<file path="config.mk">
export PLATFORM = sky130hd
export DESIGN_NAME = rr_arb_mux
export DESIGN_NICKNAME = d
export VERILOG_FILES = /design/src/rtl/rr_arb_mux.sv
export SDC_FILE = /design/constraint.sdc
export NUM_CORES = 1
export LEC_CHECK = 0
export BUFFER_PORTS_ARGS = -buffer_cell sky130_fd_sc_hd__buf_2
export CAP_MARGIN = 0
export CORE_MARGIN = 1
export CORE_UTILIZATION = 44
export CTS_CLUSTER_DIAMETER = 100
export DETAILED_ROUTE_END_ITERATION = 8
export PLACE_DENSITY = 0.8
export REMOVE_ABC_BUFFERS = 1
export SYNTH_ARGS = -nofsm -noshare
export SYNTH_HDL_FRONTEND = slang
export SYNTH_SLANG_ARGS = --single-unit
</file>
<file path="constraint.sdc">
create_clock -name clk -period 2.4 [get_ports clk]
set_input_delay 0.12 -clock clk [delete_from_list [all_inputs] [get_ports clk]]
set_output_delay 0.12 -clock clk [all_outputs]
set_load 0.05 [all_outputs]
</file>
<file path="src/rtl/rr_arb_mux.sv">
// rr_arb_mux: N-channel valid/ready arbiter feeding one output register.
// Ports: clk, rst (sync, active-high); mode (0 round-robin, 1 fixed),
//   sel (fixed-mode channel); in_valid/in_data/in_ready per channel;
//   out_valid/out_data/out_ch/out_ready for the registered output.
module rr_arb_mux #(
    parameter int N  = 4,
    parameter int W  = 8,
    parameter int SW = 2
) (
    input  logic           clk,
    input  logic           rst,
    input  logic           mode,
    input  logic [SW-1:0]  sel,
    input  logic [N-1:0]   in_valid,
    input  logic [N*W-1:0] in_data,
    output logic [N-1:0]   in_ready,
    output logic           out_valid,
    output logic [W-1:0]   out_data,
    output logic [SW-1:0]  out_ch,
    input  logic           out_ready
);

    logic [SW-1:0]  ptr;
    logic           load;
    logic           gnt_vld;
    logic [SW-1:0]  gnt_idx;
    logic [W-1:0]   mux_data;
    logic [2*N-1:0] dbl;
    logic [N-1:0]   rot;
    logic [SW:0]    sum;
    logic [SW-1:0]  ptr_nxt;

    assign load = ~out_valid | out_ready;

    // Rotating the doubled request vector right by ptr puts the
    // search origin at bit 0, so the lowest set bit is the winner.
    assign dbl = {in_valid, in_valid} >> ptr;
    assign rot = dbl[N-1:0];

    always_comb begin
        gnt_vld = 1'b0;
        gnt_idx = '0;
        sum     = '0;
        if (mode) begin
            // sel values with no matching channel grant nothing.
            for (int i = 0; i < N; i++) begin
                if (sel == SW'(i) && in_valid[i]) begin
                    gnt_vld = 1'b1;
                    gnt_idx = SW'(i);
                end
            end
        end else begin
            // Descending scan: the last hit is the lowest offset.
            for (int j = N - 1; j >= 0; j--) begin
                if (rot[j]) begin
                    gnt_vld = 1'b1;
                    sum     = {1'b0, ptr} + (SW+1)'(j);
                end
            end
            if (sum >= (SW+1)'(N)) begin
                sum = sum - (SW+1)'(N);
            end
            gnt_idx = sum[SW-1:0];
        end
    end

    always_comb begin
        mux_data = '0;
        in_ready = '0;
        for (int i = 0; i < N; i++) begin
            if (gnt_idx == SW'(i)) begin
                mux_data = in_data[i*W +: W];
            end
            in_ready[i] = ~rst & load & gnt_vld & (gnt_idx == SW'(i));
        end
    end

    assign ptr_nxt = (gnt_idx == SW'(N - 1)) ? '0 : gnt_idx + SW'(1);

    always_ff @(posedge clk) begin
        if (rst) begin
            out_valid <= 1'b0;
            out_data  <= '0;
            out_ch    <= '0;
            ptr       <= '0;
        end else if (load) begin
            if (gnt_vld) begin
                out_valid <= 1'b1;
                out_data  <= mux_data;
                out_ch    <= gnt_idx;
                if (!mode) begin
                    ptr <= ptr_nxt;
                end
            end else begin
                out_valid <= 1'b0;
            end
        end
    end

endmodule
</file>
==> metrics.csv, run 1 <==
stage,metric,value,unit
status,status,finished clean,
timing,skew,0.0147,ns
clocking,cts_inserted_buffers,3,
grt,antenna_found_initial,0,
timing,setup_tns,0,ns
floorplan,num_io_pins,57,
floorplan,start_util,0.464,
cells_and_area,drive_above_1_share,0.452,
clocking,post-cts-setup-buffers,0,
setup_path,required,2.28,ns
cells_and_area,nFillCells,223,
yosys,syn_area_per_cell,8.34,µm²
yosys,syn-instance-count,123,
timing,drv_slew,0,
setup_path,setup.worst_path.start_class,flip-flop,
yosys,ys_seq_elements,13,
floorplan,core,0.00221,mm²
clocking,clock_path_buffers,2,
worst_hold_path,hold_class,in2reg,
drt,drt_iter0_drc,32,
pwr,peakVddDrop,0.000429,V
grt,grt_overflow,0,
yosys,ys_seq_area_frac,0.254,
grt,grt_max_degree,18,
drt,via_per_inst,5.71,
place,dp_hpwl,2220,µm
setup_path,r2r_cells,9,
clocking,clock_sinks,13,
timing,hold_viol,0,
timing,hold_ws,0.220,ns
yosys,ys_warn_count,0,
yosys,synth-main-ff-cell,dfxtp_1,
floorplan,dieWidth,50.3,µm
setup_path,cpPeakStageDelay,0.37,ns
yosys,synth_async_sr_flop_share,0,
timing,fmax,441,MHz
setup_path,cp-end-kind,output port,
floorplan,fp.dieH,50.3,µm
yosys,synth_top_area_share,0.254,
yosys,synth_cell_types,36,
pwr,power_density,574,mW/mm²
drt,wl_per_cell,14.6,µm
clocking,htreeDepth,1,
place,place_area,0.00132,mm²
place,place_congestion,0.923,
timing,fin_ws,0.133,ns
yosys,yosys.area.top_type,dfxtp_1,
timing,setup_violations,0,
place,io_buffers,56,
setup_path,critPathKind,reg2out,
cells_and_area,syn_to_final_growth,32.7,%
grt,track_usage,0.251,
clocking,insertion_delay,0.28,ns
drt,drcViolationCount,0,
drt,firstDrtPassIters,4,
timing,slew_headroom,0.654,
timing,period_minus_slack,2.27,ns
clocking,clockRootBuffer,clkbuf_4,
worst_hold_path,holdPathStages,2,
clocking,clk_pin_slew,0.09,ns
pwr,power.leakage,0.639,nW
grt,grt_pass1_vias,1141,
yosys,synthTopCellsByArea,"dfxtp_1, a211oi_2, a221oi_1, o31a_1, a21oi_1",
timing,fin_crit_sh,0.945,
cells_and_area,finish.instance_area,0.00136,mm²
drt,ant_nets,0,
cells_and_area,antennaDiodeCount,0,
timing,tightestPinTransition,0.519,ns
clocking,cts_tree,built,
run,cap_violations,0,
yosys,synth_edf_count,0,
pwr,power.total,782,µW
setup_path,critPathArrivalTime,2.15,ns
setup_path,cp_max_fo,17,
drt,wl,2980,µm
yosys,syn_area,0.00103,mm²
grt,grt_pass1_wl,4880,µm
place,dp_slack,0.148,ns
setup_path,crit_slowest_cell,ha_2,
drt,vias,1171,
setup_path,cp_cell_sequence,a211oi_1 > a21oi_1 > nand3_1 > and2_1 > ha_2 > and3_1 > buf_2,
yosys,yosys-top-cells-count,"dfxtp_1, nand2_1, a21oi_1, nor2_1, a211oi_2",
cells_and_area,nets,224,
floorplan,die-area,0.00253,mm²
floorplan,std_cell_rows,17,
critical path, delay by kind of cell (launching register included):
family          cells  cell delay, ns
simple gates        3            0.55
buf+inv             1            0.25
compound gates      2            0.35
fa+ha+maj           1            0.37
flops               1            0.36
placed cells by master, fill, tap and decap left out, types with 2 or more instances in the layout:
cell type	netlist	final
nand3b_1	2	2
buf_2	1	55
a311oi_1	2	2
a21oi_1	11	11
ha_1	4	3
nand2_1	13	13
nor2_1	10	10
nand3_1	4	4
a221oi_1	7	7
nor2b_1	2	2
a211oi_2	8	8
dfxtp_1	13	11
and3_1	3	3
mux2i_1	4	4
inv_1	4	4
buf_4	0	4
clkbuf_4	0	3
dfxtp_2	0	2
o31a_1	7	7
nand2b_1	4	4
per-stage QoR:
stage	util	std cells
2_1_floorplan	-	114
3_3_place_gp	0.597	201
3_5_place_dp	0.597	201
4_1_cts	0.611	205
5_1_grt	0.615	205
6_report	0.615	205
power breakdown:
group          total (mW)  internal [mW]  switching (mW)  leakage [nW]
Sequential          0.261          0.243          0.0172         0.109
Combinational       0.385          0.142           0.242         0.516
Clock               0.137         0.0645          0.0722        0.0150
routing by layer:
| layer | track usage | vias to the layer above | part of all wire |
|---|---|---|---|
| li1 | - | 576 | - |
| met1 | 0.301 | 545 | 0.42 |
| met2 | 0.418 | 46 | 0.50 |
| met3 | 0.0848 | 4 | 0.074 |
| met4 | 0.0787 | 0 | 0.0090 |
| met5 | 0 | - | 0 |
path summary, 6_finish.rpt:
check	start	end	slack, ns
hold reg to reg	out_ch[0]$_SDFFE_PP0P_	out_ch[0]$_SDFFE_PP0P_	0.52
setup / recovery	ptr[1]$_SDFFE_PP0P_	in_ready[3]	0.13
hold / removal	rst	out_data[3]$_SDFFE_PP0P_	0.22
setup reg to reg	ptr[1]$_SDFFE_PP0P_	out_data[6]$_SDFFE_PP0P_	0.20
kinds of logic after synthesis:
family                   synth area share
adder cells (fa/ha/maj)            0.0488
flip-flops                          0.254
AND/OR/NAND/NOR                     0.212
multiplexers                       0.0720
AO/OA/AOI/OAI                       0.354
buffers and inverters              0.0597
state kept, by name, indices dropped and copies added, names as in the netlist:
register	flops
out_data	8
ptr	2
out_valid	1
out_ch	2
cell type report:
class                           instances  area (µm²)  share of cell area
Tap cell                               28        35.0              0.0257
Inverter                                5        20.0              0.0147
Clock buffer                            4        26.3              0.0193
Multi-Input combinational cell         96         712               0.523
Sequential cell                        13         263               0.193
Timing Repair Buffer                   59         305               0.224
repair_timing:
action                     CTS  global route
hold buffers                 0             0
hold endpoints to repair     0             0
setup endpoints to repair    2             9
gates resized for setup      2             5
pin swaps                    0             0
No activity file was read; power rests on OpenSTA's default activity.
==> run 2, diff against run 1 <==
--- a/config.mk
+++ b/config.mk
@@ -13,6 +13,7 @@
 export DETAILED_ROUTE_END_ITERATION = 8
 export PLACE_DENSITY = 0.8
 export REMOVE_ABC_BUFFERS = 1
+export SLEW_MARGIN = 25
 export SYNTH_ARGS = -nofsm -noshare
 export SYNTH_HDL_FRONTEND = slang
 export SYNTH_SLANG_ARGS = --single-unit
==> constraint.sdc (replaced) <==
create_clock -name clk -period 2.4 [get_ports clk]
set_input_delay 0.24 -clock clk [delete_from_list [all_inputs] [get_ports clk]]
set_output_delay 0.24 -clock clk [all_outputs]
set_load 0.01 [all_outputs]
==> metrics.csv, run 2 (synthesis results as in run 1) <==
stage,metric,value,unit,change
timing,skew,0.00479,ns,was 0.0147 ns
cells_and_area,drive_above_1_share,0.458,,was 0.452
pwr,power_frac_seq,0.367,,was 0.333
timing,period_minus_slack,2.29,ns,was 2.27 ns
drt,wl,2910,µm,was 2980 µm
clocking,insertion_delay,0.29,ns,was 0.28 ns
cells_and_area,regMostFlops,out_data,,unchanged
clocking,post-cts-setup-buffers,0,,unchanged
pwr,switching_share,0.361,,was 0.424
floorplan,core,0.00221,mm²,unchanged
place,dp_slack,0.212,ns,was 0.148 ns
pwr,p_sw,256,µW,was 332 µW
cells_and_area,layout_common_cells,"buf_2, nand2_1, a21oi_1, dfxtp_1, nor2_1",,unchanged
clocking,clock_sinks,13,,unchanged
grt,antenna_found_initial,0,,unchanged
cells_and_area,top_regs,"out_data: 8 flops, out_ch: 2 flops, ptr: 2 flops",,unchanged
clocking,cts_inserted_buffers,3,,unchanged
pwr,power_frac_comb,0.431,,was 0.492
status,status,finished clean,,unchanged
timing,drv_slew,0,,unchanged
timing,fmax,436,MHz,was 441 MHz
clocking,hold_buffers,0,,unchanged
floorplan,die-area,0.00253,mm²,unchanged
floorplan,fp.dieH,50.3,µm,unchanged
timing,hold_viol,0,,unchanged
timing,fin_ws,0.105,ns,was 0.133 ns
grt,grt_pass1_wl,4500,µm,was 4880 µm
run,cap_violations,0,,unchanged
floorplan,dieWidth,50.3,µm,unchanged
drt,via_per_inst,5.81,,was 5.71
cells_and_area,nets,224,,unchanged
cells_and_area,layout_commonest_cell,buf_2,,unchanged
clocking,htreeDepth,1,,unchanged
pwr,peakVddDrop,0.000330,V,was 0.000429 V
clocking,cts_tree,built,,unchanged
timing,rsz0062_at_grt,false,,
grt,grt_max_degree,18,,unchanged
cells_and_area,nFillCells,205,,was 223
cells_and_area,multi_input_area,727,µm²,was 712 µm²
floorplan,std_cell_rows,17,,unchanged
pwr,power_density,516,mW/mm²,was 574 mW/mm²
cells_and_area,largest_reg_flops,8,,unchanged
cells_and_area,antennaDiodeCount,0,,unchanged
drt,vias,1192,,was 1171
timing,hold_ws,0.322,ns,was 0.220 ns
pwr,power.leakage,0.645,nW,was 0.639 nW
clocking,clk_pin_slew,0.08,ns,was 0.09 ns
timing,setup_tns,0,ns,unchanged
place,io_buffers,56,,unchanged
timing,tightestPinTransition,0.495,ns,was 0.519 ns
pwr,p_int,454,µW,was 450 µW
clocking,clockRootBuffer,clkbuf_4,,unchanged
setup_path,required,2.16,ns,was 2.28 ns
timing,setup_violations,0,,unchanged
setup_path,critPathKind,reg2out,,unchanged
floorplan,num_io_pins,57,,unchanged
floorplan,start_util,0.464,,unchanged
worst_hold_path,hold_class,in2reg,,unchanged
cells_and_area,seq_area,263,µm²,unchanged
grt,grt_pass1_vias,1038,,was 1141
setup_path,critPathArrivalTime,2.05,ns,was 2.15 ns
drt,wl_per_cell,14.2,µm,was 14.6 µm
drt,drcViolationCount,0,,unchanged
place,dp_hpwl,2130,µm,was 2220 µm
timing,slew_headroom,0.670,,was 0.654
grt,grt_overflow,0,,unchanged
drt,firstDrtPassIters,4,,unchanged
setup_path,cp-end-kind,output port,,unchanged
place,place_congestion,0.884,,was 0.923
pwr,clock_power_share,0.202,,was 0.175
drt,ant_nets,0,,unchanged
cells_and_area,syn_to_final_growth,34.0,%,was 32.7%
drt,drt_iter0_drc,31,,was 32
setup_path,cp_max_fo,10,,was 17
setup_path,setup.worst_path.start_class,flip-flop,,unchanged
clocking,clock_path_buffers,2,,unchanged
timing,fin_crit_sh,0.956,,was 0.945
grt,track_usage,0.232,,was 0.251
run 2: cell type report:
type | count | area share
Clock buffer | 4 | 0.0191
Inverter | 5 | 0.0155
Multi-Input combinational cell | 96 | 0.529
Sequential cell | 13 | 0.191
Tap cell | 28 | 0.0255
Timing Repair Buffer | 59 | 0.220
run 2: power groups by stage:
stage          Clock, mW  Combinational [mW]  Sequential (mW)
2_1_floorplan          0               0.169            0.274
3_3_place_gp           0               0.285            0.263
3_5_place_dp           0               0.294            0.264
4_1_cts            0.146               0.298            0.259
5_1_grt            0.151               0.336            0.263
6_report           0.143               0.306            0.260
run 2: per-stage QoR:
| stage | utilization | area (µm²) | power, mW | instances |
|---|---|---|---|---|
| final | 0.622 | 1380 | 0.710 | 205 |
| after global routing | 0.622 | 1380 | 0.750 | 205 |
| after CTS | 0.611 | 1350 | 0.703 | 205 |
| after detailed placement | 0.597 | 1320 | 0.558 | 201 |
| after global placement | 0.597 | 1320 | 0.548 | 201 |
| after floorplan | - | 983 | 0.443 | 114 |
run 2: critical path, cell delays in order, from the launching register on:
cell	delay [ns]
dfxtp_2	0.39
nand2b_1	0.12
a21oi_1	0.06
o32a_1	0.39
inv_1	0.14
ha_1	0.22
inv_4	0.08
nor3_1	0.19
buf_2	0.16
run 2: worst paths after layout:
kind	cells past startpoint	startpoint	to	slack, ns
setup / recovery	8	ptr[0]$_SDFFE_PP0P_	in_ready[2]	0.11
hold reg to reg	1	out_ch[0]$_SDFFE_PP0P_	out_ch[0]$_SDFFE_PP0P_	0.51
setup reg to reg	9	ptr[1]$_SDFFE_PP0P_	out_data[0]$_SDFFE_PP0P_	0.21
hold / removal	2	rst	ptr[1]$_SDFFE_PP0P_	0.32
run 2: timing repair:
action / 4_1_cts / 5_1_grt
resized for setup: 2 / 6
hold endpoints to repair: 0 / 0
endpoints found under the setup margin: 2 / 11
pin swaps: 0 / 1
run 2: layer usage:
metal	up-vias	track usage	wire length, µm
met5	-	0	0
met4	0	0.102	41
met3	5	0.0364	217
met2	49	0.398	1460
met1	559	0.284	1190
li1	579	-	-
==> run 3, diff against run 2 <==
--- a/config.mk
+++ b/config.mk
@@ -7,6 +7,7 @@
 export LEC_CHECK = 0
 export BUFFER_PORTS_ARGS = -buffer_cell sky130_fd_sc_hd__buf_2
 export CAP_MARGIN = 0
+export CORE_ASPECT_RATIO = 1.75
 export CORE_MARGIN = 1
 export CORE_UTILIZATION = 44
 export CTS_CLUSTER_DIAMETER = 100
==> metrics.csv, run 3 (synthesis results as in run 1) <==
stage,metric,value,unit,change
setup_path,r2r-end,out_data[6]$_SDFFE_PP0P_,,was out_data[0]$_SDFFE_PP0P_
clocking,clk_pin_slew,0.08,ns,about the same
drt,via_per_inst,5.79,,was 5.81
floorplan,core,0.00215,mm²,was 0.00221 mm²
pwr,power.leakage,0.641,nW,was 0.645 nW
run,cap_violations,0,,unchanged
cells_and_area,nFillCells,194,,was 205
setup_path,cp-end-kind,output port,,unchanged
pwr,power.total,689,µW,was 710 µW
clocking,cts_inserted_buffers,3,,unchanged
cells_and_area,regMostFlops,out_data,,unchanged
drt,wl_per_cell,13.8,µm,was 14.2 µm
timing,tightestPinTransition,0.528,ns,was 0.495 ns
setup_path,r2r_slack,0.19,ns,was 0.21 ns
setup_path,critPathKind,reg2out,,unchanged
cells_and_area,seq_area,263,µm²,unchanged
floorplan,start_util,0.478,,was 0.464
grt,grt_pass1_wl,4120,µm,was 4500 µm
grt,antenna_found_initial,0,,unchanged
grt,track_usage,0.220,,was 0.232
setup_path,critPathArrivalTime,2.05,ns,about the same
clocking,post-cts-setup-buffers,0,,unchanged
cells_and_area,drive_above_1_share,0.452,,was 0.458
drt,wl,2780,µm,was 2910 µm
cells_and_area,nets,224,,unchanged
cells_and_area,syn_to_final_growth,32.0,%,was 34.0%
timing,skew,0.00680,ns,was 0.00479 ns
setup_path,r2r_cells,9,,unchanged
grt,grt_pass1_vias,1001,,was 1038
clocking,htreeDepth,1,,unchanged
worst_hold_path,hold_class,in2reg,,unchanged
timing,slew_headroom,0.648,,was 0.670
timing,hold_viol,0,,unchanged
cells_and_area,layout_common_cells,"buf_2, nand2_1, a21oi_1, dfxtp_1, nor2_1",,unchanged
drt,firstDrtPassIters,4,,unchanged
timing,fmax,436,MHz,about the same
floorplan,fp.dieH,65.9,µm,was 50.3 µm
clocking,clock_path_buffers,2,,unchanged
timing,drv_slew,0,,unchanged
place,io_buffers,56,,unchanged
clocking,insertion_delay,0.28,ns,was 0.29 ns
cells_and_area,utilization,0.631,,was 0.622
timing,rsz0062_at_grt,true,,was false
drt,drt_iter0_drc,44,,was 31
place,dp_hpwl,2190,µm,was 2130 µm
cells_and_area,multi_input_area,712,µm²,was 727 µm²
timing,period_minus_slack,2.29,ns,about the same
drt,drcViolationCount,0,,unchanged
setup_path,setup.worst_path.start_class,flip-flop,,unchanged
cells_and_area,largest_reg_flops,8,,unchanged
grt,grt_overflow,0,,unchanged
drt,ant_nets,0,,unchanged
floorplan,die-area,0.00254,mm²,was 0.00253 mm²
setup_path,endpoint,in_ready[2],,unchanged
timing,fin_crit_sh,0.956,,about the same
floorplan,std_cell_rows,22,,was 17
setup_path,cp_max_fo,10,,unchanged
timing,setup_tns,0,ns,unchanged
setup_path,worstReg2RegStart,ptr[1]$_SDFFE_PP0P_,,unchanged
grt,grt_max_degree,18,,unchanged
setup_path,required,2.16,ns,about the same
place,place_area,0.00132,mm²,about the same
floorplan,dieWidth,38.5,µm,was 50.3 µm
status,status,finished clean,,unchanged
clocking,cts_tree,built,,unchanged
setup_path,worstSetupStartpoint,ptr[0]$_SDFFE_PP0P_,,unchanged
floorplan,num_io_pins,57,,unchanged
timing,hold_ws,0.344,ns,was 0.322 ns
pwr,peakVddDrop,0.000426,V,was 0.000330 V
timing,setup_violations,0,,unchanged
cells_and_area,antennaDiodeCount,0,,unchanged
pwr,power_density,509,mW/mm²,was 516 mW/mm²
clocking,clockRootBuffer,clkbuf_4,,unchanged
cells_and_area,finish.instance_area,0.00135,mm²,was 0.00138 mm²
place,place_congestion,0.759,,was 0.884
drt,vias,1164,,was 1192
cells_and_area,top_regs,"out_data: 8 flops, out_ch: 2 flops, ptr: 2 flops",,unchanged
clocking,clock_sinks,13,,unchanged
cells_and_area,layout_commonest_cell,buf_2,,unchanged
-- run 3: stage by stage --
step | setup slack (ns) | instances
6_report | 0.106 | 201
5_1_grt | -0.0213 | 201
4_1_cts | 0.0307 | 201
3_5_place_dp | 0.106 | 197
3_3_place_gp | 0.245 | 197
2_1_floorplan | 0.212 | 114
-- run 3: cell type report --
type                       instances  area share
sequential                        13       0.194
clock buffer                       4      0.0194
timing repair buffer              59       0.224
tap                               24      0.0222
inverter                           5      0.0148
multi-input combinational         96       0.526
-- run 3: layer usage --
| metal | track usage | vias up | part of all wire |
|---|---|---|---|
| met1 | 0.215 | 530 | 0.36 |
| li1 | - | 584 | - |
| met5 | 0 | - | 0 |
| met3 | 0.00337 | 4 | 0.068 |
| met4 | 0.0776 | 0 | 0.015 |
| met2 | 0.446 | 46 | 0.56 |
-- run 3: what timing repair did --
item                       CTS  global route
gates resized for setup      2             3
hold buffers                 0             0
pin swaps                    0             0
setup endpoints to repair    2             9
-- run 3: worst max-delay path, stage by stage (launching register included) --
cell and delay, ns:
dfxtp_2 0.35, nor2b_1 0.11, a311oi_1 0.06, o32a_1 0.41, inv_1 0.11, ha_1 0.19
clkinv_2 0.16, nor3_1 0.22, buf_2 0.16
-- run 3: how the worst min path moves through the flow --
stage	endpoint	cells past startpoint	slack, ns	start
floorplan	out_ch[1]$_SDFFE_PP0P_	1	0.30	rst
CTS	ptr[1]$_SDFFE_PP0P_	2	0.33	rst
global placement	out_ch[0]$_SDFFE_PP0P_	1	0.48	out_ch[0]$_SDFFE_PP0P_
global route	out_data[4]$_SDFFE_PP0P_	2	0.36	rst
finish	out_data[4]$_SDFFE_PP0P_	2	0.34	rst
detailed placement	out_ch[0]$_SDFFE_PP0P_	1	0.49	out_ch[0]$_SDFFE_PP0P_
-- run 3: where the power goes --
group | switching [mW] | total [mW] | internal [mW]
Sequential | 0.0156 | 0.259 | 0.243
Clock | 0.0699 | 0.134 | 0.0645
Combinational | 0.155 | 0.296 | 0.141
